==> src/rtl/uart_rx.sv <==
// uart_rx: 16x-oversampled UART receiver, LSB first.
//
// Receives frames driven by the matching uart_tx. Each bit lasts 16 pulses of s_tick.
// The start bit is confirmed at mid-bit, and every later bit is sampled at its middle.
// Each completed frame gives one rx_done_tick pulse together with error flags.
//
// Parameters:
//   DBIT        data bits per frame
//   SB_TICK     s_tick count for the stop bit (16/24/32 = 1/1.5/2 stop bits)
//   PARITY_ODD  0 = even parity, 1 = odd; used only with UART_RX_PARITY_EN
//
// Optional feature macro: UART_RX_PARITY_EN. When it is defined, one parity bit is
// expected after the data bits and is checked. When it is undefined, frames carry no
// parity bit and parity_err is tied to 0.
//
// Ports:
//   clk           system clock
//   reset_n       synchronous active-low reset
//   s_tick        one-clk enable pulse at 16x the baud rate
//   rx            asynchronous serial input, idle high
//   rx_dout       last received word
//   rx_done_tick  one-clk pulse when a frame completes
//   frame_err     stop bit of the last frame was sampled low
//   parity_err    parity mismatch on the last frame
module uart_rx #(
    parameter int unsigned DBIT       = 8,
    parameter int unsigned SB_TICK    = 16,
    parameter int unsigned PARITY_ODD = 0
) (
    input  logic            clk,
    input  logic            reset_n,
    input  logic            s_tick,
    input  logic            rx,
    output logic [DBIT-1:0] rx_dout,
    output logic            rx_done_tick,
    output logic            frame_err,
    output logic            parity_err
);

    // The tick counter must reach 15 for data bits and SB_TICK-1 for the stop bit.
    localparam int unsigned SW = (SB_TICK > 16) ? $clog2(SB_TICK) : 4;
    localparam int unsigned NW = (DBIT > 1) ? $clog2(DBIT) : 1;

    localparam logic [SW-1:0] S_MID      = SW'(7);
    localparam logic [SW-1:0] S_BIT_END  = SW'(15);
    localparam logic [SW-1:0] S_STOP_END = SW'(SB_TICK - 1);
    localparam logic [NW-1:0] N_LAST     = NW'(DBIT - 1);

    localparam logic [2:0] StIdle   = 3'd0;
    localparam logic [2:0] StStart  = 3'd1;
    localparam logic [2:0] StData   = 3'd2;
    localparam logic [2:0] StStop   = 3'd3;
`ifdef UART_RX_PARITY_EN
    localparam logic [2:0] StParity = 3'd4;
`endif

    logic            rx_meta, rx_s;
    logic [2:0]      state_q, state_d;
    logic [SW-1:0]   s_q, s_d;
    logic [NW-1:0]   n_q, n_d;
    logic [DBIT-1:0] b_q, b_d;
    logic [DBIT-1:0] dout_q, dout_d;
    logic            done_q, done_d;
    logic            ferr_q, ferr_d;
`ifdef UART_RX_PARITY_EN
    logic            p_q, p_d;        // running XOR of data bits
    logic            pmis_q, pmis_d;  // mismatch latched in the parity state
    logic            perr_q, perr_d;
`else
    logic            unused_parity_odd;
    assign unused_parity_odd = PARITY_ODD[0];
`endif

    // Two-flop synchronizer. The flops reset to the idle level so that reset alone
    // cannot make the receiver see a start bit.
    always_ff @(posedge clk) begin
        if (!reset_n) begin
            rx_meta <= 1'b1;
            rx_s    <= 1'b1;
        end else begin
            rx_meta <= rx;
            rx_s    <= rx_meta;
        end
    end

    always_comb begin
        state_d = state_q;
        s_d     = s_q;
        n_d     = n_q;
        b_d     = b_q;
        dout_d  = dout_q;
        done_d  = 1'b0;
        ferr_d  = ferr_q;
`ifdef UART_RX_PARITY_EN
        p_d     = p_q;
        pmis_d  = pmis_q;
        perr_d  = perr_q;
`endif
        case (state_q)
            StIdle: begin
                // The start edge is taken immediately, without waiting for a tick.
                if (!rx_s) begin
                    s_d     = '0;
                    state_d = StStart;
                end
            end
            StStart: begin
                if (s_tick) begin
                    if (s_q == S_MID) begin
                        if (!rx_s) begin
                            s_d     = '0;
                            n_d     = '0;
`ifdef UART_RX_PARITY_EN
                            p_d     = 1'b0;
`endif
                            state_d = StData;
                        end else begin
                            // The line went high again before mid-bit, so treat it as a glitch.
                            state_d = StIdle;
                        end
                    end else begin
                        s_d = s_q + 1'b1;
                    end
                end
            end
            StData: begin
                if (s_tick) begin
                    if (s_q == S_BIT_END) begin
                        s_d = '0;
                        b_d = {rx_s, b_q[DBIT-1:1]};
`ifdef UART_RX_PARITY_EN
                        p_d = p_q ^ rx_s;
`endif
                        if (n_q == N_LAST) begin
`ifdef UART_RX_PARITY_EN
                            state_d = StParity;
`else
                            state_d = StStop;
`endif
                        end else begin
                            n_d = n_q + 1'b1;
                        end
                    end else begin
                        s_d = s_q + 1'b1;
                    end
                end
            end
`ifdef UART_RX_PARITY_EN
            StParity: begin
                if (s_tick) begin
                    if (s_q == S_BIT_END) begin
                        s_d     = '0;
                        pmis_d  = p_q ^ rx_s ^ PARITY_ODD[0];
                        state_d = StStop;
                    end else begin
                        s_d = s_q + 1'b1;
                    end
                end
            end
`endif
            StStop: begin
                if (s_tick) begin
                    if (s_q == S_STOP_END) begin
                        dout_d  = b_q;
                        ferr_d  = ~rx_s;
                        done_d  = 1'b1;
`ifdef UART_RX_PARITY_EN
                        perr_d  = pmis_q;
`endif
                        state_d = StIdle;
                    end else begin
                        s_d = s_q + 1'b1;
                    end
                end
            end
            default: state_d = StIdle;
        endcase
    end

    always_ff @(posedge clk) begin
        if (!reset_n) begin
            state_q <= StIdle;
            s_q     <= '0;
            n_q     <= '0;
            b_q     <= '0;
            dout_q  <= '0;
            done_q  <= 1'b0;
            ferr_q  <= 1'b0;
`ifdef UART_RX_PARITY_EN
            p_q     <= 1'b0;
            pmis_q  <= 1'b0;
            perr_q  <= 1'b0;
`endif
        end else begin
            state_q <= state_d;
            s_q     <= s_d;
            n_q     <= n_d;
            b_q     <= b_d;
            dout_q  <= dout_d;
            done_q  <= done_d;
            ferr_q  <= ferr_d;
`ifdef UART_RX_PARITY_EN
            p_q     <= p_d;
            pmis_q  <= pmis_d;
            perr_q  <= perr_d;
`endif
        end
    end

    assign rx_dout      = dout_q;
    assign rx_done_tick = done_q;
    assign frame_err    = ferr_q;
`ifdef UART_RX_PARITY_EN
    assign parity_err   = perr_q;
`else
    assign parity_err   = 1'b0;
`endif

endmodule

==> config.mk <==
export PLATFORM = sky130hd
export DESIGN_NAME = uart_rx
export DESIGN_NICKNAME = d
export VERILOG_FILES = /design/src/rtl/uart_rx.sv
export SDC_FILE = /design/constraint.sdc
export NUM_CORES = 1
export LEC_CHECK = 0
export CAP_MARGIN = 30
export CORE_MARGIN = 1
export CORE_UTILIZATION = 37
export DETAILED_ROUTE_END_ITERATION = 16
export GPL_TIMING_DRIVEN = 1
export PLACE_DENSITY_LB_ADDON = 0.12
export SYNTH_ARGS = -nofsm -noshare
export SYNTH_HDL_FRONTEND = slang
export SYNTH_SLANG_ARGS = --single-unit
==> constraint.sdc <==
create_clock -name clk -period 2.56 [get_ports clk]
set_clock_uncertainty 0.15 [all_clocks]
set_input_delay 0.768 -clock clk [delete_from_list [all_inputs] [get_ports clk]]
set_output_delay 0.768 -clock clk [all_outputs]
set_load 0.01 [all_outputs]
After elaboration in Yosys (flattened, before gate mapping)
Index checks and enable logic that the tools add are counted.
- $add $sub $neg: 2
- equality and inequality tests: 17
- multiplexer cells: 26
- bitwise operators: 1
- reductions and logical operators: 9
- operators by type and width (operator ; number):
    3-bit 2-to-1 mux ; 14
    4-bit 2-to-1 mux ; 7
    2-bit inequality test, second input constant ; 11
    4-bit case mux with 4 select lines ; 1
    3-bit case mux with 4 select lines ; 1
    3-bit AND reduction ; 3
    8-bit AND reduction ; 1
    7-bit AND reduction ; 1
    3-bit by 2-bit == test with 1-bit output, second input constant ; 2
    3-bit case mux with 2 select lines ; 1
    5-bit AND reduction ; 1
    4-bit by 1-bit adder with 4-bit output, second input constant ; 1
    4-bit by 3-bit == test with 1-bit output, second input constant ; 1
    4-bit == test, second input constant ; 1
    4-bit nonzero test ; 1
    3-bit by 1-bit adder with 3-bit output, second input constant ; 1
    3-bit by 1-bit == test with 1-bit output, second input constant ; 1
    3-bit == test, second input constant ; 1
    3-bit logical NOT ; 1
    2-bit 2-to-1 mux ; 1
    2-bit nonzero test ; 1
    1-bit 2-to-1 mux ; 1
    1-bit inverter ; 1
- register bits after elaboration: 30
- input port bits: 4
- output and inout bits: 11
- word-level logic and storage cells: 64

Longest topological paths before layout
- depth after elaboration: 5
- gate-level depth with buffers: 6
- depth with buffers taken out: 5

Worst setup path before layout
OpenSTA, ideal clock, no wires.
- kind: input port to flip-flop
- from: input port s_tick
- to: register b_q[2]
- setup time: 0.128 ns
- data arrival time: 1.552 ns
- data required time: 2.282 ns
- slack: 0.731 ns
- stages on the path: 4
- buffers on the path: 0
- cell sequence: nand4_2 -> nor2_2 -> mux2i_1 -> nor2_1
- cells in the longest elaborated chain, start to end: 1
- RTL lines (item ; RTL line ; source):
    start, declared ; 32 ; input logic s_tick,
    3-bit AND reduction (no line) ; -- ;
    end signal, assigned ; 185 ; b_q <= '0;
    end signal, assigned ; 198 ; b_q <= b_d;
    end, declared ; 61 ; logic [DBIT-1:0] b_q, b_d;
Every way passes these cells.
A chain may end at the register's enable or synchronous reset.

Final worst setup path
- from: input port s_tick
- to: register dout_q[0] (netlist: rx_dout[0])
- cells in the longest elaborated chain, start to end: 1
- RTL lines (item ; RTL line ; source):
    3-bit AND reduction (no line) ; -- ;
    end signal, assigned ; 199 ; dout_q <= dout_d;
    end, declared ; 62 ; logic [DBIT-1:0] dout_q, dout_d;
Every way passes these cells.

==> summary by stage <==
STA
The max-slew violation count is 0. Setup violations remaining at the end of the flow were counted as 0. Setup repair after global routing left no endpoint under its margin. Headroom to the max-slew limit came out at ~65%. The final critical path time including I/O delays and setup is around 2200 ps. The number of endpoints with negative hold slack in the final report is 0. In the final timing run, aggregate negative setup slack is 0 ps. The slew at the pin with the worst max-slew slack is 525.9 ps. The fmax is 463.0 MHz.

The portion of the clock cycle consumed by the worst path in the final layout is 84.36%.

Clocking
The clock input transition at the sequential cells of the worst setup and hold paths is 90 ps. In this run the clock root is driven by a clkbuf_4. The TritonCTS clock tree is yes. The number of buffers created by CTS is 5.

In this run, post-CTS hold repair placed 0 buffers. The insertion delay to the later sink of the worst-skew pair is about 320 ps. CTS saw 29 sinks. The post-cts sizing count is 0. The H-tree level count is 2. Post-CTS timing repair inserted 0 buffers for setup. No sink is reached through more buffers than the 2 on the longest clock path.

Logic synthesis
The cell count after synthesis is 141. The dominant combinational cell family by area after synthesis is simple AND/OR/NAND/NOR gates. In this run the biggest area consumer among cell types represents between 40 and 50% of the synthesized area. The cell area after synthesis is 1321 um2.

The synthesized netlist net count is between 100 and 150. The count of distinct cell types in the synthesized netlist is 36. Of all flip-flops after synthesis, the portion carrying an async set or reset was 0%. The synthesized-area fraction occupied by ao, oa, aoi and oai cells is 11.46%. The mean instance size in the synthesized netlist is 9.371 um2. The synthesized netlist devotes 2.841% of its cell area to adder and majority cells. The synthesized netlist devotes 0.6629% of its cell area to XOR and XNOR gates. The multiplexer share of the synthesized area is 16.00%. For this run, the leading register cell type out of synthesis is dfxtp_1. The commonest cells after synthesis are 29 x dfxtp_1, 21 x nor2_1, 20 x mux2i_1, 10 x nand2_1. By area the synthesized netlist is led by dfxtp_1 44%, mux2i_1 15%, nor2_1 6.0%, ha_1 2.8%, nand2_1 2.8%. The library cell with the highest instance count after synthesis is dfxtp_1.

The number of register bits inferred by synthesis is 29. The synthesized design spends more area on one cell type than any other, namely dfxtp_1. The number of flops mapped to enable cells by yosys is 0. The share of the Yosys chip area taken by registers is 43.94%. During synthesis, Yosys emitted a total of 0 warnings.

Summing the areas of all and, or, nand and nor instances in the mapped netlist gives approximately a fifth of the synthesized area.

Critical path
Counting both buffers and inverters, the worst setup path holds a total of 1. STA classifies the critical path endpoint as a flop. The maximum single-stage delay on the critical path is 610 ps. The family with the most delay on the worst path is simple AND/OR/NAND/NOR gates. The worst setup path is launched from an input port. The signal on the critical path passes through clkdlybuf4s50_1 -> nand4_2 -> nor2_4 -> mux2i_1 -> nor2_1. The launch instance of the worst register-to-register path is s_q[0]$_SDFFE_PN0P_. For the worst setup path, the data required time is approximately 2600 ps. Data arrives at the worst endpoint at 2230 ps. The reg2reg setup slack is 560 ps. The cell depth of the worst flop-to-flop path is 5.

In this run the critical register-to-register path is captured at n_q[2]$_SDFFE_PN0P_. The largest fanout on the critical path is 10. The worst setup path is of the in2reg kind.

The slowest stage of the critical path belongs to the cell clkdlybuf4s50_1.

Placed design
Summed over all nets, the half-perimeter wirelength after detailed placement is 1744 um. Port buffering added 13 buffers. The final weighted congestion of routability-driven global placement is about 0.83.

Routing
The routed wire length per instance is 12.05 um. The first detailed-routing pass took 4 iterations. The first routing iteration left 39 violations. The count of nets left with antenna violations once routing finished came out at 0.

The average via count per standard cell is 5.025. The routed design has 2447 um of wire. Across all layers, the routed design uses 1,020 vias. For this run, design rule violations remaining after detail routing come to 0.

Floorplan
The initial standard-cell utilization of the core is between 30 and 40%. The vertical die dimension is 61.76 um. The core region is 3390 um2. The number of placement rows is 21. The floorplan step defined a die boundary enclosing 3814 um2.

15 I/O pins were placed. The die is 61.76 um wide.

Min path
The class of the worst hold path is reg2reg. The cell count of the worst hold path is 1. The path with the worst hold slack has its endpoint at rx_s$_SDFF_PN1_. The beginning of the worst hold path is rx_meta$_SDFF_PN1_.

GRT
The overall fraction of global-route tracks in use is 16.06%. The most heavily used metal layer in global routing is met2. Entering global routing, the biggest net connects 18 pins. The initial antenna violation count is 0. The first-pass GRT wire length is 4360 um. The met3 track utilization from global routing is 6.211%.

The overflow left after global routing is 0. The via count of the first global-routing pass is 954. The met1 demand-to-capacity share in global routing is 21.69%. Global routing consumed, on the met2 layer, between 20 and 25% of the routing resources.

Pwr
The peak supply drop is 0.0002921 V. The standby leakage power is between 0.5 and 0.6 nW. Power spread over the standard cell area amounts to 564.6 nW/um2.

The total power draw is 890.9 uW.

Outcome
The flow ran to the end, and the final reports show no timing, DRC or antenna violations.

Layout
The synthesis-to-layout area growth is 19.41%. The repair_antennas step left the layout with diodes totalling 0. The net count reported at finish is 163. The share of final-layout standard cells stronger than drive strength 1 is 10.83%. The fraction of the core area covered by cells at the end of the flow is 46.55%.

Flow run
The tool flagged a number of max-cap violations equal to 0.
==> metrics by stage <==
| step | setup slack, ps | std cells | hold slack, ps | area [um2] |
|---|---|---|---|---|
| 2_1_floorplan | 730.6 | 141 | 236.3 | 1321 |
| 3_3_place_gp | 87.81 | 195 | 246.6 | 1493 |
| 3_5_place_dp | 49.59 | 195 | 247.8 | 1493 |
| 4_1_cts | 401.6 | 203 | 270.7 | 1578 |
| 5_1_grt | 283.0 | 203 | 310.8 | 1578 |
| 6_report | 400.3 | 203 | 270.0 | 1578 |
==> logic make-up (layout without fill, tap and decap cells) <==
family / after synthesis / in the layout
flip-flops: 29 / 29
adder cells (fa/ha/maj): 3 / 3
buffers and inverters: 12 / 28
other: 1 / 1
multiplexers: 21 / 21
XOR/XNOR: 1 / 1
AO/OA/AOI/OAI: 21 / 21
AND/OR/NAND/NOR: 53 / 53
==> worst max path at each step <==
stage               depth (start not counted)              startpoint  slack [ps]                       to
detailed placement                          5                  s_tick          50  rx_dout[1]$_SDFFE_PN0P_
CTS                                         1  frame_err$_SDFFE_PN0P_         400                frame_err
global placement                            5                  s_tick          90  rx_dout[4]$_SDFFE_PN0P_
floorplan                                   4                  s_tick         730      b_q[2]$_SDFFE_PN0P_
finish                                      5                  s_tick         400  rx_dout[0]$_SDFFE_PN0P_
global route                                5                  s_tick         280      s_q[1]$_SDFFE_PN0P_
==> state kept, by name, summed over array words and instances, names as in the netlist <==
| signal | cells |
|---|---|
| rx_meta | 1 |
| s_q | 4 |
| rx_dout | 8 |
| b_q | 8 |
| rx_s | 1 |
| n_q | 3 |
| state_q | 2 |
| rx_done_tick | 1 |
| frame_err | 1 |
==> area by class of cell <==
cell class | instances | area [um2]
Clock buffer | 7 | 55.05
Clock inverter | 1 | 30.03
Fill cell | 335 | 1812
Inverter | 3 | 11.26
Multi-Input combinational cell | 100 | 683.2
Sequential cell | 29 | 580.6
Tap cell | 46 | 57.56
Timing Repair Buffer | 17 | 160.2
==> cell usage in the layout (no fill, tap or decap), drive strengths merged, types with 2 or more instances in the layout <==
master,n
clkdlybuf4s50,13
a31oi,2
o21bai,2
buf,4
dfxtp,29
clkbuf,7
mux2i,20
ha,3
a21oi,4
o21ai,4
nor3,2
nand2b,5
and3,2
a211oi,2
nor2,23
a221oi,2
nand3,4
inv,3
nand3b,2
nand2,10
==> per-layer routing <==
layer	routed length [um]	vias up	part of all wire, %
met5	0	-	0
met4	43	0	1.8
met3	85	5	3.5
met2	1064	17	43
met1	1253	475	51
li1	-	523	-
==> worst reg2reg max path: stages, from the launching register on <==
cell and delay, ps:
dfxtp_1 370, ha_1 340, nand3_1 160, o32a_1 320, a311oi_2 360, mux2i_1 230
==> where the power goes <==
group	internal (mW)	switching (mW)
registers	0.455	0.00801
clock network	0.233	0.159
logic	0.0167	0.0197
Power figures use the tool's default switching activity.
